==> config.mk <==
export PLATFORM = sky130hd
export DESIGN_NAME = forward_hazard_unit
export DESIGN_NICKNAME = d
export VERILOG_FILES = /design/src/rtl/forward_hazard_unit_pkg.sv /design/src/rtl/forward_hazard_unit_tag_stage.sv /design/src/rtl/forward_hazard_unit.sv
export SDC_FILE = /design/constraint.sdc
export NUM_CORES = 1
export LEC_CHECK = 0
export ABC_AREA = 1
export CORE_MARGIN = 4
export CORE_UTILIZATION = 48
export CTS_CLUSTER_DIAMETER = 150
export DETAILED_ROUTE_END_ITERATION = 12
export GPL_ROUTABILITY_DRIVEN = 0
export HOLD_SLACK_MARGIN = 0.08
export PLACE_DENSITY = 0.74
export SYNTH_ARGS = -nofsm -noshare
export SYNTH_HDL_FRONTEND = slang
export SYNTH_HIERARCHICAL = 1
export SYNTH_SLANG_ARGS = --single-unit
==> constraint.sdc <==
create_clock -name clk_i -period 1.54 [get_ports clk_i]
set_input_delay 0.308 -clock clk_i [delete_from_list [all_inputs] [get_ports clk_i]]
set_output_delay 0.308 -clock clk_i [all_outputs]
set_load 0.1 [all_outputs]
==> src/rtl/forward_hazard_unit_pkg.sv <==
// Shared forwarding-select encodings and hazard tag-entry type for the
// hazard unit and the EX-stage operand muxes.
package forward_hazard_unit_pkg;

  localparam int TAG_AW = 8;

  localparam logic [1:0] FWD_RF    = 2'd0;
  localparam logic [1:0] FWD_EXMEM = 2'd1;
  localparam logic [1:0] FWD_MEMWB = 2'd2;

  typedef struct packed {
    logic              valid;
    logic              regwrite;
    logic              memread;
    logic [TAG_AW-1:0] dest;
  } tag_t;

  // Register 0 is hard-wired, so a producer writing it never matches.
  function automatic logic tag_match(input tag_t e, input logic [TAG_AW-1:0] src);
    return e.valid & e.regwrite & (e.dest != '0) & (e.dest == src);
  endfunction

endpackage

==> src/rtl/forward_hazard_unit_tag_stage.sv <==
// One entry of the EX/MEM/WB tag pipeline: async-reset register whose
// bubble input loads an invalid entry.
import forward_hazard_unit_pkg::*;

module hazard_tag_stage (
  input  logic clk,
  input  logic rst_n,
  input  logic bubble,
  input  tag_t d,
  output tag_t q
);

  always_ff @(posedge clk or negedge rst_n) begin
    if (!rst_n) begin
      q <= '0;
    end else if (bubble) begin
      q <= '0;
    end else begin
      q <= d;
    end
  end

endmodule

==> src/rtl/forward_hazard_unit.sv <==
// Forwarding and load-use hazard detection: tracks in-flight destinations
// and produces registered EX operand selects plus the ID stall.
import forward_hazard_unit_pkg::*;

module forward_hazard_unit #(
  parameter int REG_AW = 5,
  parameter int CNT_W  = 16
) (
  input  logic              clk_i,
  input  logic              rst_i,
  input  logic [REG_AW-1:0] id_rs_i,
  input  logic [REG_AW-1:0] id_rt_i,
  input  logic [REG_AW-1:0] id_rd_i,
  input  logic              id_regwrite_i,
  input  logic              id_memread_i,
  input  logic              id_valid_i,
  input  logic              flush_i,
  output logic [1:0]        fwd_a_o,
  output logic [1:0]        fwd_b_o,
  output logic              stall_o,
  output logic [CNT_W-1:0]  stall_cnt_o
);

  function automatic logic [TAG_AW-1:0] widen(input logic [REG_AW-1:0] idx);
    widen = '0;
    widen[REG_AW-1:0] = idx;
  endfunction

  function automatic logic [1:0] sel_for(input tag_t ex, input tag_t mem,
                                         input logic [TAG_AW-1:0] src);
    if (tag_match(ex, src))       return FWD_EXMEM;
    else if (tag_match(mem, src)) return FWD_MEMWB;
    else                          return FWD_RF;
  endfunction

  tag_t              tag_id, tag_ex, tag_mem, tag_wb;
  logic [TAG_AW-1:0] rs_w, rt_w;
  logic              ex_bubble, kill;
  logic [1:0]        fwd_a_nxt, fwd_b_nxt;
  logic              unused_tags;

  assign rs_w = widen(id_rs_i);
  assign rt_w = widen(id_rt_i);

  // ID stage: decode the incoming instruction against in-flight producers
  assign stall_o = id_valid_i & tag_ex.memread &
                   (tag_match(tag_ex, rs_w) | tag_match(tag_ex, rt_w)) & ~flush_i;

  assign ex_bubble = stall_o | flush_i;
  assign kill      = ex_bubble | ~id_valid_i;

  always_comb begin
    tag_id          = '0;
    tag_id.valid    = id_valid_i;
    tag_id.regwrite = id_regwrite_i;
    tag_id.memread  = id_memread_i;
    tag_id.dest     = widen(id_rd_i);
  end

  always_comb begin
    fwd_a_nxt = FWD_RF;
    fwd_b_nxt = FWD_RF;
    if (!kill) begin
      fwd_a_nxt = sel_for(tag_ex, tag_mem, rs_w);
      fwd_b_nxt = sel_for(tag_ex, tag_mem, rt_w);
    end
  end

  // ID -> EX -> MEM -> WB tag pipeline; stalls only bubble EX
  hazard_tag_stage u_ex (
    .clk    (clk_i),
    .rst_n  (rst_i),
    .bubble (ex_bubble),
    .d      (tag_id),
    .q      (tag_ex)
  );

  hazard_tag_stage u_mem (
    .clk    (clk_i),
    .rst_n  (rst_i),
    .bubble (1'b0),
    .d      (tag_ex),
    .q      (tag_mem)
  );

  hazard_tag_stage u_wb (
    .clk    (clk_i),
    .rst_n  (rst_i),
    .bubble (1'b0),
    .d      (tag_mem),
    .q      (tag_wb)
  );

  // WB is retired state kept for observability; nothing forwards from it.
  assign unused_tags = ^{tag_wb, tag_mem.memread};

  // EX stage: selects become valid while the decoded instruction is in EX
  always_ff @(posedge clk_i or negedge rst_i) begin
    if (!rst_i) begin
      fwd_a_o <= FWD_RF;
      fwd_b_o <= FWD_RF;
    end else begin
      fwd_a_o <= fwd_a_nxt;
      fwd_b_o <= fwd_b_nxt;
    end
  end

  always_ff @(posedge clk_i or negedge rst_i) begin
    if (!rst_i) begin
      stall_cnt_o <= '0;
    end else if (stall_o && (stall_cnt_o != '1)) begin
      stall_cnt_o <= stall_cnt_o + 1'b1;
    end
  end

endmodule

==> results_dict.tcl <==
set metrics [dict create \
    post_drt_wl_per_cell_um 13.7 \
    nets 398 \
    antenna_found_initial 0 \
    cts_tree "yes" \
    final_cell_area_um2 3640 \
    power_switching_mw 0.537 \
    overflow 0 \
    grt.busiest_layer "met2" \
    post-route-min-period_ns 2.04 \
    port_buffers 41 \
    detail-route-antenna-nets 0 \
    maxSlewViolCount 0 \
    n_antenna_cell 0 \
    power.share.clock 0.340 \
    leakage_nw 1.73 \
    wl_um 5860 \
    grt_util_met2 0.370 \
    cts-buffers-inserted 5 \
    via_count 2112 \
    drc_errors 0 \
    drt_first_iter_violations 68 \
    clock_latency_ns 0.30 \
    syn-instance-count 282 \
    grt_pass1_wl_um 10100 \
    htreeDepth 2 \
    hold_path_class "flip-flop to flip-flop" \
    area_delta_synth_final_pct 58.3 \
    placed_area_um2 3320 \
    cp.arrival_ns 1.73 \
    dp_hpwl_um 3990 \
    dr.pass1.iters 4 \
    powerDensity_nw_per_um2 589 \
    power_frac_comb 0.135 \
    fp.dieW_um 77.2 \
    path_clk_slew_ns 0.09 \
    violations "negative setup slack" \
    worstSetupStartpointType "input port" \
    avgViaCountPerCell 4.92 \
    worstSetupPathType "input port to output port" \
    outcome "complete, but fails checks" \
    die_height_um 77.2 \
    path_cells "clkdlybuf4s50_1, xor2_1, nor2_1, nand3_4, nand2_8, nand2_4, nor2_4, buf_12" \
    final_hold_viol_count 0 \
    core_area_um2 4500 \
    io_pins 42 \
    cpMaxStageDelayCell "clkdlybuf4s50_1" \
    p_seq_frac 0.526 \
    track_usage 0.211 \
    endpoint_kind "output port" \
    ir_drop_mv 0.404 \
    clock-sinks 41 \
    power_mw 2.14 \
    rsz0062_at_grt "true" \
    clock_skew_ns 0.0187 \
    yosysWarnings 6 \
    finalSetupViolations 28 \
    grt_use_met3 0.0515 \
    clockRootBuffer "clkbuf_8" \
    cpPeakStageDelay_ns 0.47 \
    grt_max_degree 42 \
    crit_required_ns 1.23 \
    clock_path_buffers 2 \
    rows 24 \
    p_sw_frac 0.251 \
    crit_fanout 2 \
    synthesis.area_um2 2300 \
    initial_core_util 0.511 \
    design.die.area_um2 5970 \
    drive_above_1_share 0.393 \
    max_cap_viol_count 0 \
    period_share 1.33 \
    fillers 265 \
    max_freq_mhz 490 \
    grt_pass1_vias 2247 \
    p_int_mw 1.61 \
    synth.avg_cell_area_um2 8.16 \
    grt_use_met1 0.248 \
    worst_slack_ns -0.503 \
]
## sequential cells by signal, indices dropped and copies added (netlist names)
| name | flops |
|---|---|
| stall_cnt_o | 16 |
| u_ex/q | 11 |
| u_mem/q | 10 |
| fwd_a_o | 2 |
| fwd_b_o | 2 |
## area by class of cell
cell class | instances | area (um2) | area share
Multi-Input combinational cell | 200 | 1270 | 0.348
Sequential cell | 41 | 1070 | 0.294
Timing Repair Buffer | 85 | 990 | 0.272
Inverter | 43 | 161 | 0.0443
Clock buffer | 8 | 90.1 | 0.0247
Tap cell | 52 | 65.1 | 0.0179
## layout by cell type, fill, tap and decap left out, types with 4 or more instances in the layout
cell type        instances
nand3_1                  8
xor2_1                  17
conb_1                   4
inv_2                    4
dlygate4sd2_1            5
xnor2_1                 10
buf_12                  24
dfrtp_2                 14
nand4_1                  8
nand2_1                 65
clkdlybuf4s50_1         13
nor2_4                   9
nor2_1                  32
nand2_2                 12
inv_1                   38
dfrtp_4                  7
nor2_2                  15
buf_4                   38
nor3_1                   4
clkbuf_8                 6
nand3_4                  5
dfrtp_1                 20
## power by group through the flow
| stage | clock network [mW] | logic, mW | registers, mW |
|---|---|---|---|
| 2_1_floorplan | 0 | 0.113 | 1.14 |
| 3_3_place_gp | 0 | 0.251 | 1.14 |
| 3_5_place_dp | 0 | 0.257 | 1.15 |
| 4_1_cts | 0.734 | 0.271 | 1.12 |
| 5_1_grt | 0.774 | 0.318 | 1.13 |
| 6_report | 0.729 | 0.289 | 1.13 |
## metrics by stage
stage | cells | setup slack [ns] | hold WS, ns | TNS, ns | utilization
6_report | 429 | -0.503 | 0.506 | -3.74 | 0.809
5_1_grt | 429 | -0.569 | 0.522 | -6.19 | 0.809
4_1_cts | 429 | -0.496 | 0.498 | -5.59 | 0.795
3_5_place_dp | 411 | -0.525 | 0.295 | -12.98 | 0.738
3_3_place_gp | 411 | -0.472 | 0.299 | -11.48 | 0.738
2_1_floorplan | 285 | -0.324 | 0.0124 | -2.48 | -
## path summary, 6_finish.rpt
| kind | start | end | slack (ns) | depth (start not counted) |
|---|---|---|---|---|
| min in group asynchronous | rst_i | u_ex/q[9] | 0.54 | 3 |
| max in group asynchronous | rst_i | stall_cnt_o[5] | 0.78 | 3 |
| worst min-delay path | u_ex/q[9] | u_mem/q[9] | 0.51 | 2 |
| worst max-delay path | id_rt_i[1] | stall_o | -0.50 | 8 |
| worst max register to register | u_ex/q[2] | stall_cnt_o[5] | -0.18 | 10 |
| worst min register to register | u_ex/q[9] | u_mem/q[9] | 0.51 | 2 |
## what timing repair did
item,CTS,global route
gates cloned,2,0
buffers inserted,7,3
endpoints found under the hold margin,41,0
pin swaps,19,9
resized for setup,25,26
hold buffers,1,0
endpoints found under the setup margin,28,29
## layer usage
layer  part of all wire  vias to the layer above
met2               0.51                       63
met3              0.045                       13
met1               0.42                      999
li1                   -                     1037
met4              0.025                        0
met5                  0                        -
## worst max-delay path, delay by kind of cell
kind                   cells  cell delay [ns]
AND/OR/NAND/NOR            5             0.60
XOR/XNOR                   1             0.17
buffers and inverters      2             0.65
No activity file was read; power rests on OpenSTA's default activity.
